==> src/rtl/pb_slot_queue.sv <==
// pb_slot_queue: ring of fixed-size packet slots in the packet buffer RAM.
// The write side packs the incoming byte stream into slot {tail, wr_cnt} and
// commits a slot after SLOT_LEN bytes. The read side hands slot base addresses
// to the transmit path and retires the slot when the transmit path reports done.
// Optional feature macro: PB_SLOT_QUEUE_STATS_EN adds the drop_cnt output, a
// saturating 16-bit counter of slots dropped because the ring was full.
module pb_slot_queue #(
    parameter int SLOT_LEN    = 1024,
    parameter int QUEUE_LEN   = 4,
    localparam int RAM_SIZE   = SLOT_LEN * QUEUE_LEN,
    localparam int RAM_AW     = $clog2(RAM_SIZE),
    localparam int CNT_W      = $clog2(QUEUE_LEN)
) (
    input  logic              clk,
    input  logic              rst,
    input  logic              in_abort,
    input  logic              inclk,
    input  logic [7:0]        in,
    output logic              ram_we,
    output logic [RAM_AW-1:0] ram_waddr,
    output logic [7:0]        ram_win,
    output logic              tx_start,
    output logic [RAM_AW-1:0] tx_read_start,
    input  logic              tx_done,
    output logic [CNT_W-1:0]  count,
    output logic              empty,
    output logic              full
`ifdef PB_SLOT_QUEUE_STATS_EN
    ,
    output logic [15:0]       drop_cnt
`endif
);

    localparam int SLOT_W = $clog2(SLOT_LEN);
    localparam int PTR_W  = CNT_W;

    localparam logic [SLOT_W-1:0] SLOT_LAST = SLOT_W'(SLOT_LEN - 1);
    localparam logic [SLOT_W-1:0] SLOT_ONE  = SLOT_W'(1);
    localparam logic [PTR_W-1:0]  PTR_ONE   = PTR_W'(1);

    typedef enum logic [1:0] {
        S_IDLE   = 2'd0,
        S_START  = 2'd1,
        S_ACTIVE = 2'd2
    } state_t;

    logic [PTR_W-1:0]  head_q, head_d;
    logic [PTR_W-1:0]  tail_q, tail_d;
    logic [SLOT_W-1:0] wr_cnt_q, wr_cnt_d;
    state_t            state_q, state_d;
    logic              tx_start_q, tx_start_d;

    logic [PTR_W-1:0]  tail_inc;
    logic              accept;
    logic              last_byte;

    // Status flags derived from the registered pointers only.
    always_comb begin
        tail_inc  = tail_q + PTR_ONE;
        empty     = (head_q == tail_q);
        full      = (tail_inc == head_q);
        count     = tail_q - head_q;
        accept    = inclk && !in_abort;
        last_byte = (wr_cnt_q == SLOT_LAST);
    end

    // Write port goes straight to the RAM so each byte lands in the same cycle.
    always_comb begin
        ram_we    = accept;
        ram_win   = in;
        ram_waddr = {tail_q, wr_cnt_q};
    end

    // Byte packing: abort discards the partial slot; a full ring drops the slot.
    always_comb begin
        wr_cnt_d = wr_cnt_q;
        tail_d   = tail_q;
        if (in_abort) begin
            wr_cnt_d = '0;
        end else if (inclk) begin
            if (last_byte) begin
                wr_cnt_d = '0;
                if (!full) begin
                    tail_d = tail_inc;
                end
            end else begin
                wr_cnt_d = wr_cnt_q + SLOT_ONE;
            end
        end
    end

    // Read FSM next-state: announce the head slot, then wait for it to finish.
    always_comb begin
        state_d    = state_q;
        tx_start_d = 1'b0;
        head_d     = head_q;
        case (state_q)
            S_IDLE: begin
                if (!empty) begin
                    state_d    = S_START;
                    tx_start_d = 1'b1;
                end
            end
            S_START: begin
                state_d = S_ACTIVE;
            end
            S_ACTIVE: begin
                if (tx_done) begin
                    head_d  = head_q + PTR_ONE;
                    state_d = S_IDLE;
                end
            end
            default: begin
                state_d = S_IDLE;
            end
        endcase
    end

    // Head only moves on retire, so the slot base address holds for the whole transfer.
    always_comb begin
        tx_start      = tx_start_q;
        tx_read_start = {head_q, {SLOT_W{1'b0}}};
    end

    // State registers for both the write side and the read FSM.
    always_ff @(posedge clk) begin
        if (rst) begin
            head_q     <= '0;
            tail_q     <= '0;
            wr_cnt_q   <= '0;
            state_q    <= S_IDLE;
            tx_start_q <= 1'b0;
        end else begin
            head_q     <= head_d;
            tail_q     <= tail_d;
            wr_cnt_q   <= wr_cnt_d;
            state_q    <= state_d;
            tx_start_q <= tx_start_d;
        end
    end

`ifdef PB_SLOT_QUEUE_STATS_EN
    logic [15:0] drop_cnt_q, drop_cnt_d;
    logic        drop;

    // A completed slot with no free ring entry is a drop; the counter saturates.
    always_comb begin
        drop       = accept && last_byte && full;
        drop_cnt_d = drop_cnt_q;
        if (drop && (drop_cnt_q != 16'hFFFF)) begin
            drop_cnt_d = drop_cnt_q + 16'd1;
        end
    end

    // Drop counter register, cleared only by reset.
    always_ff @(posedge clk) begin
        if (rst) begin
            drop_cnt_q <= '0;
        end else begin
            drop_cnt_q <= drop_cnt_d;
        end
    end

    assign drop_cnt = drop_cnt_q;
`endif

endmodule

==> config.mk <==
export PLATFORM = sky130hd
export DESIGN_NAME = pb_slot_queue
export DESIGN_NICKNAME = d
export VERILOG_FILES = /design/src/rtl/pb_slot_queue.sv
export SDC_FILE = /design/constraint.sdc
export NUM_CORES = 1
export LEC_CHECK = 0
export ABC_AREA = 1
export ABC_CLOCK_PERIOD_IN_PS = 1700
export CAP_MARGIN = 20
export CORE_MARGIN = 2
export CORE_UTILIZATION = 39
export DETAILED_ROUTE_END_ITERATION = 10
export PLACE_DENSITY = 0.79
export REMOVE_ABC_BUFFERS = 1
export SLEW_MARGIN = 20
export SYNTH_ARGS = -nofsm -noshare
export SYNTH_HDL_FRONTEND = slang
export SYNTH_SLANG_ARGS = --single-unit
==> constraint.sdc <==
create_clock -name clk -period 1.7 [get_ports clk]
set_input_delay 0.34 -clock clk [delete_from_list [all_inputs] [get_ports clk]]
set_output_delay 0.34 -clock clk [all_outputs]
set_load 0.02 [all_outputs]
# == Word-level counts from Yosys, hierarchy flattened ==
# Cells that the tools add are included.
# Widths: inputs -> output; s select.
# word_totals
out_inout_bits,38
regBits,17
elab_cells,32
# op_classes
n_mux,5
n_eq_ne,7
addsub,4
bitwise,3
reduce_logical,8
# ops
op,count
$add 10x1->10 const B,1
$eq 10x10->1 const B,1
$mux 10,1
$pmux 2 s3,1
$add 2x1->2 const B,2
$eq 2x2->1,2
$mux 2,2
$ne 2x2->1 const B,2
$reduce_and 2->1,2
$reduce_and 4->1,1
$reduce_or 2->1,2
$not 1->1,3
$eq 2x1->1 const B,1
$eq 2x2->1 const B,1
$logic_not 2->1,1
$sub 2x2->2,1
$logic_and 1x1->1,1
$logic_not 1->1,1
$mux 1,1

# == Longest topological paths before layout ==
# Gate-level depths: netlist of the first run.
# logic_depth
depth_word,4
ltp_mapped,9
ltp_nobuf,9

# == Worst setup path before layout of the first run ==
# No wires, ideal clock.
# synth_path
kind,reg-to-output
startpoint,register tail_q[0]
endpoint,output full
stages_incl_launch_ff,6
t_arrival_ps,1356
slack_ps,4
n_path_buf,0
cell_sequence,dfxtp_1 inv_2 ha_1 inv_1 nand3_2 inv_1
# synth_via
elab_chain_cells,2
# synth_lines
element,line,rtl
"start, declared",48,"logic [PTR_W-1:0] tail_q, tail_d;"
"start signal, assigned",135,tail_q <= tail_d;
$add 2x1->2,59,tail_inc = tail_q + PTR_ONE;
named net tail_inc[0],53,logic [PTR_W-1:0] tail_inc;
$eq 2x2->1,61,full = (tail_inc == head_q);
"end, declared",27,output logic full
# The timed path passes the listed nets, and every way through them passes these cells.

# == Worst setup path after layout of the first run ==
# layout_path
startpoint,register tail_q[0]
endpoint,output count[0]
# layout_via
elab_chain_cells,1
# layout_lines
element,line,rtl
$sub 2x2->2,62,count = tail_q - head_q;
"end, declared",25,"output logic [CNT_W-1:0] count,"
# No other way between the ends.

==> results of run 1 <==
-- cell families (layout without fill, tap and decap cells) --
logic type	after synthesis	in the layout	share of synthesized area
AOI/OAI and AO/OA	14	14	0.0756
xor gates and xnor gates	4	4	0.0353
and+or+nand+nor	63	63	0.306
other	1	10	0.00377
adders and majority gates	2	2	0.0252
DFF	17	17	0.343
buffers and inverters	38	58	0.212
-- final timing paths --
check                            from                       end  depth (start not counted)
max            tail_q[0]$_SDFFE_PP0P_                  count[0]                          4
min          wr_cnt_q[5]$_SDFFE_PP0P_  wr_cnt_q[5]$_SDFFE_PP0P_                          2
max reg2reg  wr_cnt_q[0]$_SDFFE_PP0P_  wr_cnt_q[9]$_SDFFE_PP0P_                          8
min reg2reg  wr_cnt_q[5]$_SDFFE_PP0P_  wr_cnt_q[5]$_SDFFE_PP0P_                          2
-- per-stage QoR --
stage	utilization	power, mW	hold slack (ps)	setup TNS [ps]
final	0.539	0.682	473	0
after global routing	0.539	0.710	524	-6.47
after CTS	0.518	0.692	477	-23.9
after detailed placement	0.504	0.481	462	-632
after global placement	0.504	0.479	456	-514
after floorplan	-	0.451	417	0
-- worst min-delay path, cell delays in order (launching register included) --
cell     delay (ps)
dfxtp_1         340
inv_1            50
a21oi_1          50
-- power by group through the flow --
stage	Combinational [mW]	Clock, mW	Sequential (mW)
after detailed placement	0.0694	0	0.412
after global routing	0.0744	0.235	0.401
final	0.0683	0.213	0.401
after global placement	0.0681	0	0.411
after CTS	0.0689	0.221	0.403
after floorplan	0.0376	0	0.414
-- registers in the layout, indices dropped and copies added, names as in the netlist --
name,flops
head_q,2
state_q,2
tail_q,2
tx_start,1
wr_cnt_q,10
-- repair_timing --
item | 4_1_cts | 5_1_grt
resized for setup | 25 | 14
buffers inserted | 0 | 1
endpoints found under the setup margin | 7 | 13
-- placed cells by master (no fill, tap or decap), types with 2 or more instances in the layout --
cell type        count
nor2_2               3
clkdlybuf4s50_1     10
dfxtp_1             14
xor2_1               3
dfxtp_2              2
o21ai_1              3
inv_1               14
nor2_1              16
nor2_4               2
nand3_1              6
dlymetal6s2s_1       7
nand2_1             23
dlygate4sd2_1        2
inv_2                6
nor3_1               4
conb_1              10
a21oi_1              8
buf_4               11
nand3_2              2
nand2_2              3
clkdlybuf4s15_2      2
clkbuf_4             3
-- cell type report --
type	count	area share
Multi-Input combinational cell	93	0.385
Sequential cell	17	0.262
Timing Repair Buffer	34	0.247
Inverter	20	0.0568
Tap cell	30	0.0284
Clock buffer	3	0.0170
Clock inverter	1	0.00378
-- routing by layer --
metal | up-vias | GRT usage
met3 | 2 | 0.0519
met5 | - | 0
met2 | 39 | 0.269
met1 | 402 | 0.169
met4 | 0 | 0.0833
li1 | 461 | -
==> impl_metrics.tcl, run 1 <==
set metrics [dict create \
    status "finished, final reports clean" \
    yosys-top-cells-area "dfxtp_1, buf_4, nand2_1, inv_1, nor2_1" \
    synth.yosys.warnings 0 \
    cts-root-buf "clkbuf_4" \
    firstDrtPassIters 4 \
    powerDensity_nw_per_um2 516 \
    cp.required_ps 1360 \
    drt_iter0_drc 6 \
    remaining_drc_errors 0 \
    path_buf_inv 3 \
    cp_max_fo 4 \
    ys_seq_area_frac 0.343 \
    cpPeakStageDelay_ps 360 \
    intPower_uw 508 \
    layout-drive-gt1-share 0.250 \
    finalWorstSetupSlack_ps 52.2 \
    end_kind "output port" \
    cts_buffer_depth 2 \
    wl_met2_mm 1.11 \
    power_frac_seq 0.588 \
    routed_wl_mm 2.18 \
    multi_input_area_sq_um 509 \
    die_w_microns 54.5 \
    comb_power_share 0.100 \
    die-area_sq_um 2970 \
    synthArstFlopShare 0 \
    cts_hold_buf 0 \
    ys_top_cells_by_count "nand2_1, buf_4, dfxtp_1, inv_1, nor2_1" \
    grt-ovfl-total 0 \
    ys_ff_latch 17 \
    synthMostInstantiatedCell "nand2_1" \
    core_sq_um 2450 \
    criticalPathCategory "reg2out" \
    stdcell_count 198 \
    slew_viol_final 0 \
    std_cell_rows 18 \
    hold_class "reg2reg" \
    diodes 0 \
    via_per_inst 4.57 \
    min_period_ps 1650 \
    fillers 212 \
    arrival_ps 1310 \
    final-setup-viol-count 0 \
    critPathMostFrequentCell "inv_2" \
    place_area_sq_um 1240 \
    ir_worst_vdd_mv 0.342 \
    h-tree-depth 1 \
    start_util 0.405 \
    path_clk_slew_ps 100 \
    syn_area_sq_um 993 \
    p_clk_frac 0.312 \
    drv_cap 0 \
    sw_frac_of_total 0.255 \
    grt_max_degree 11 \
    dp_slack_ps -279 \
    fin_skew_ps 7.43 \
    synth_top_area_cell "dfxtp_1" \
    netlist_instances 139 \
    met1Wirelength_microns 889 \
    die_h_microns 54.5 \
    synth_edf_count 0 \
    synth_ff_type "dfxtp_1" \
    cts_tree "yes" \
    cts_num_sinks 17 \
    io_buffers 24 \
    wl_per_cell_microns 11.0 \
    insertion_delay_ps 290 \
    dp_hpwl_mm 1.71 \
    wl_met3_microns 160 \
    final_area_sq_um 1320 \
    max_freq_mhz 607 \
    crit_chain "inv_2 -> ha_4 -> inv_2 -> clkdlybuf4s15_2" \
    antenna_found_initial 0 \
    cpLargestDelayFamily "buffers and inverters" \
    routed.top_layer "met4" \
    grt.total_usage 0.157 \
    syn_avg_cell_area_sq_um 7.15 \
    cp-start-kind "register" \
    numCtsBuffers 3 \
    num_vias 904 \
    ioPinCount 51 \
    nets 184 \
    grt_pass1_vias 829 \
    yosysUniqueCellTypes 23 \
    place_inst 193 \
    switchingPower_uw 174 \
    register_area_sq_um 347 \
    worst_path_max_delay_cell "dfxtp_2" \
    routabilityCongestion 0.808 \
    p_leak_nw 0.714 \
    netlist.area_leader.share 0.343 \
    hold_violations 0 \
    area_growth_pct 33.1 \
    ff2ff_setup_slack_ps 340 \
    fin_crit_sh 0.969 \
    grt_pass1_wl_mm 3.31 \
    antenna_left 0 \
]
(Power assumes the default switching activity.)
==> inputs of run 2 (changes only) <==
--- a/config.mk
+++ b/config.mk
@@ -11,6 +11,7 @@
 export CORE_MARGIN = 2
 export CORE_UTILIZATION = 39
 export DETAILED_ROUTE_END_ITERATION = 10
+export GPL_ROUTABILITY_DRIVEN = 1
 export PLACE_DENSITY = 0.79
 export REMOVE_ABC_BUFFERS = 1
 export SLEW_MARGIN = 20
==> results of run 2 <==
Same layout as run 1: the final DEF is identical, and so are final timing and power.
==> inputs of run 3 (changes only) <==
--- a/config.mk
+++ b/config.mk
@@ -14,6 +14,7 @@
 export GPL_ROUTABILITY_DRIVEN = 1
 export PLACE_DENSITY = 0.79
 export REMOVE_ABC_BUFFERS = 1
+export SKIP_LAST_GASP = 1
 export SLEW_MARGIN = 20
 export SYNTH_ARGS = -nofsm -noshare
 export SYNTH_HDL_FRONTEND = slang
==> run 3 against run 2 <==
Combinational power about the same; routed wire length up 0.46%; sequential share of layout area about the same; first-iteration DRC count up 130%; global-route usage down 0.057 points; final cell count unchanged; count of clock-buffer cells in the layout unchanged.
==> impl_metrics.tcl, run 3 (synthesis results as in run 1) <==
set metrics [dict create \
    status "finished, final reports clean" \
    numCtsBuffers 3 \
    dp_slack_ps -279 \
    insertion_delay_ps 290 \
    arrival_ps 1320 \
    max_freq_mhz 603 \
    wl_per_cell_microns 11.1 \
    p_clk_frac 0.311 \
    start_util 0.405 \
    rr_endpoint "wr_cnt_q[9]$_SDFFE_PP0P_" \
    antenna_found_initial 0 \
    cp-start-kind "register" \
    routed_wl_mm 2.19 \
    fillers 213 \
    min-delay-start "wr_cnt_q[5]$_SDFFE_PP0P_" \
    min_period_ps 1660 \
    whs_ps 474 \
    remaining_drc_errors 0 \
    final_common_cell "nand2_1" \
    hold_violations 0 \
    h-tree-depth 1 \
    drt_iter0_drc 14 \
    finalWorstSetupSlack_ps 42.0 \
    final_area_sq_um 1320 \
    place_inst 193 \
    die-area_sq_um 2970 \
    place_area_sq_um 1240 \
    comb_power_share 0.100 \
    intPower_uw 510 \
    area_growth_pct 32.4 \
    grt.total_usage 0.156 \
    grt_max_degree 11 \
    std_cell_rows 18 \
    grt-ovfl-total 0 \
    min_to "wr_cnt_q[5]$_SDFFE_PP0P_" \
    path_clk_slew_ps 100 \
    cpPeakStageDelay_ps 630 \
    stdcell_count 198 \
    sw_frac_of_total 0.254 \
    multi_input_area_sq_um 504 \
    io_buffers 24 \
    die_h_microns 54.5 \
    cts_num_sinks 17 \
    cpLargestDelayFamily "buffers and inverters" \
    final-setup-viol-count 0 \
    largest_register_ffs 10 \
    p_leak_nw 0.714 \
    regMostFlops "wr_cnt_q" \
    worstReg2RegStart "wr_cnt_q[0]$_SDFFE_PP0P_" \
    ir_worst_vdd_mv 0.341 \
    ff2ff_setup_slack_ps 340 \
    rsz0062_at_grt "true" \
    end_kind "output port" \
    final_cell_mix "nand2_1, nor2_1, inv_1, dfxtp_1, buf_4" \
    hold_depth 2 \
    cp_max_fo 5 \
    hold_class "reg2reg" \
    register_area_sq_um 344 \
    ff2ff_path_depth 8 \
    grt_pass1_wl_mm 3.29 \
    routabilityCongestion 0.808 \
    worst_path_max_delay_cell "clkdlybuf4s50_1" \
    nets 184 \
    cts-root-buf "clkbuf_4" \
    path_buf_inv 1 \
    power_frac_seq 0.589 \
    slew_viol_final 0 \
    switchingPower_uw 174 \
    fin_crit_sh 0.975 \
    crit_chain "clkdlybuf4s50_1" \
    num_vias 907 \
    criticalPathCategory "reg2out" \
    layout-drive-gt1-share 0.244 \
    ioPinCount 51 \
    firstDrtPassIters 4 \
    antenna_left 0 \
    dp_hpwl_mm 1.71 \
    fin_skew_ps 5.58 \
    core_sq_um 2450 \
    diodes 0 \
    powerDensity_nw_per_um2 520 \
    grt_pass1_vias 830 \
    die_w_microns 54.5 \
    cp.required_ps 1360 \
    via_per_inst 4.58 \
    cts_buffer_depth 2 \
    cts_tree "yes" \
    drv_cap 0 \
]
-- run 3: layout make-up --
cell class | count | area share
clock buffer | 3 | 0.0171
clock inverter | 1 | 0.00381
inverter | 20 | 0.0571
multi-input combinational | 93 | 0.383
sequential | 17 | 0.262
tap | 30 | 0.0285
timing repair buffer | 34 | 0.248
-- run 3: worst max-delay path by stage --
stage,from,to,cells after the start
finish,tail_q[1]$_SDFFE_PP0P_,ram_waddr[11],1
global route,tail_q[1]$_SDFFE_PP0P_,count[1],3
CTS,tail_q[0]$_SDFFE_PP0P_,full,6
detailed placement,inclk,ram_we,4
global placement,inclk,ram_we,4
floorplan,tail_q[0]$_SDFFE_PP0P_,full,5
-- run 3: power groups by stage --
stage          combinational, mW  sequential, mW  clock [mW]
4_1_cts                   0.0689           0.403       0.221
5_1_grt                   0.0744           0.403       0.235
6_report                  0.0684           0.402       0.213
3_3_place_gp              0.0681           0.411           0
3_5_place_dp              0.0694           0.412           0
2_1_floorplan             0.0376           0.414           0
-- run 3: timing repair --
action | 4_1_cts | 5_1_grt
endpoints found under the setup margin | 7 | 14
buffers inserted | 0 | 1
resized for setup | 21 | 16
hold buffers | 0 | 0
pin swaps | 0 | 1
endpoints found under the hold margin | 0 | 0
-- run 3: layer usage --
layer,global-route usage,routed length (microns),vias to the layer above
li1,-,-,462
met1,0.168,906,410
met2,0.269,1120,33
met3,0.0519,139,2
met4,0.0833,27,0
met5,0,0,-
-- run 3: per-stage QoR --
stage          power [mW]  utilization  TNS (ps)
2_1_floorplan       0.451            -         0
3_3_place_gp        0.479        0.504      -514
3_5_place_dp        0.481        0.504      -632
4_1_cts             0.692        0.513     -59.7
5_1_grt             0.712        0.536     -26.5
6_report            0.684        0.536         0
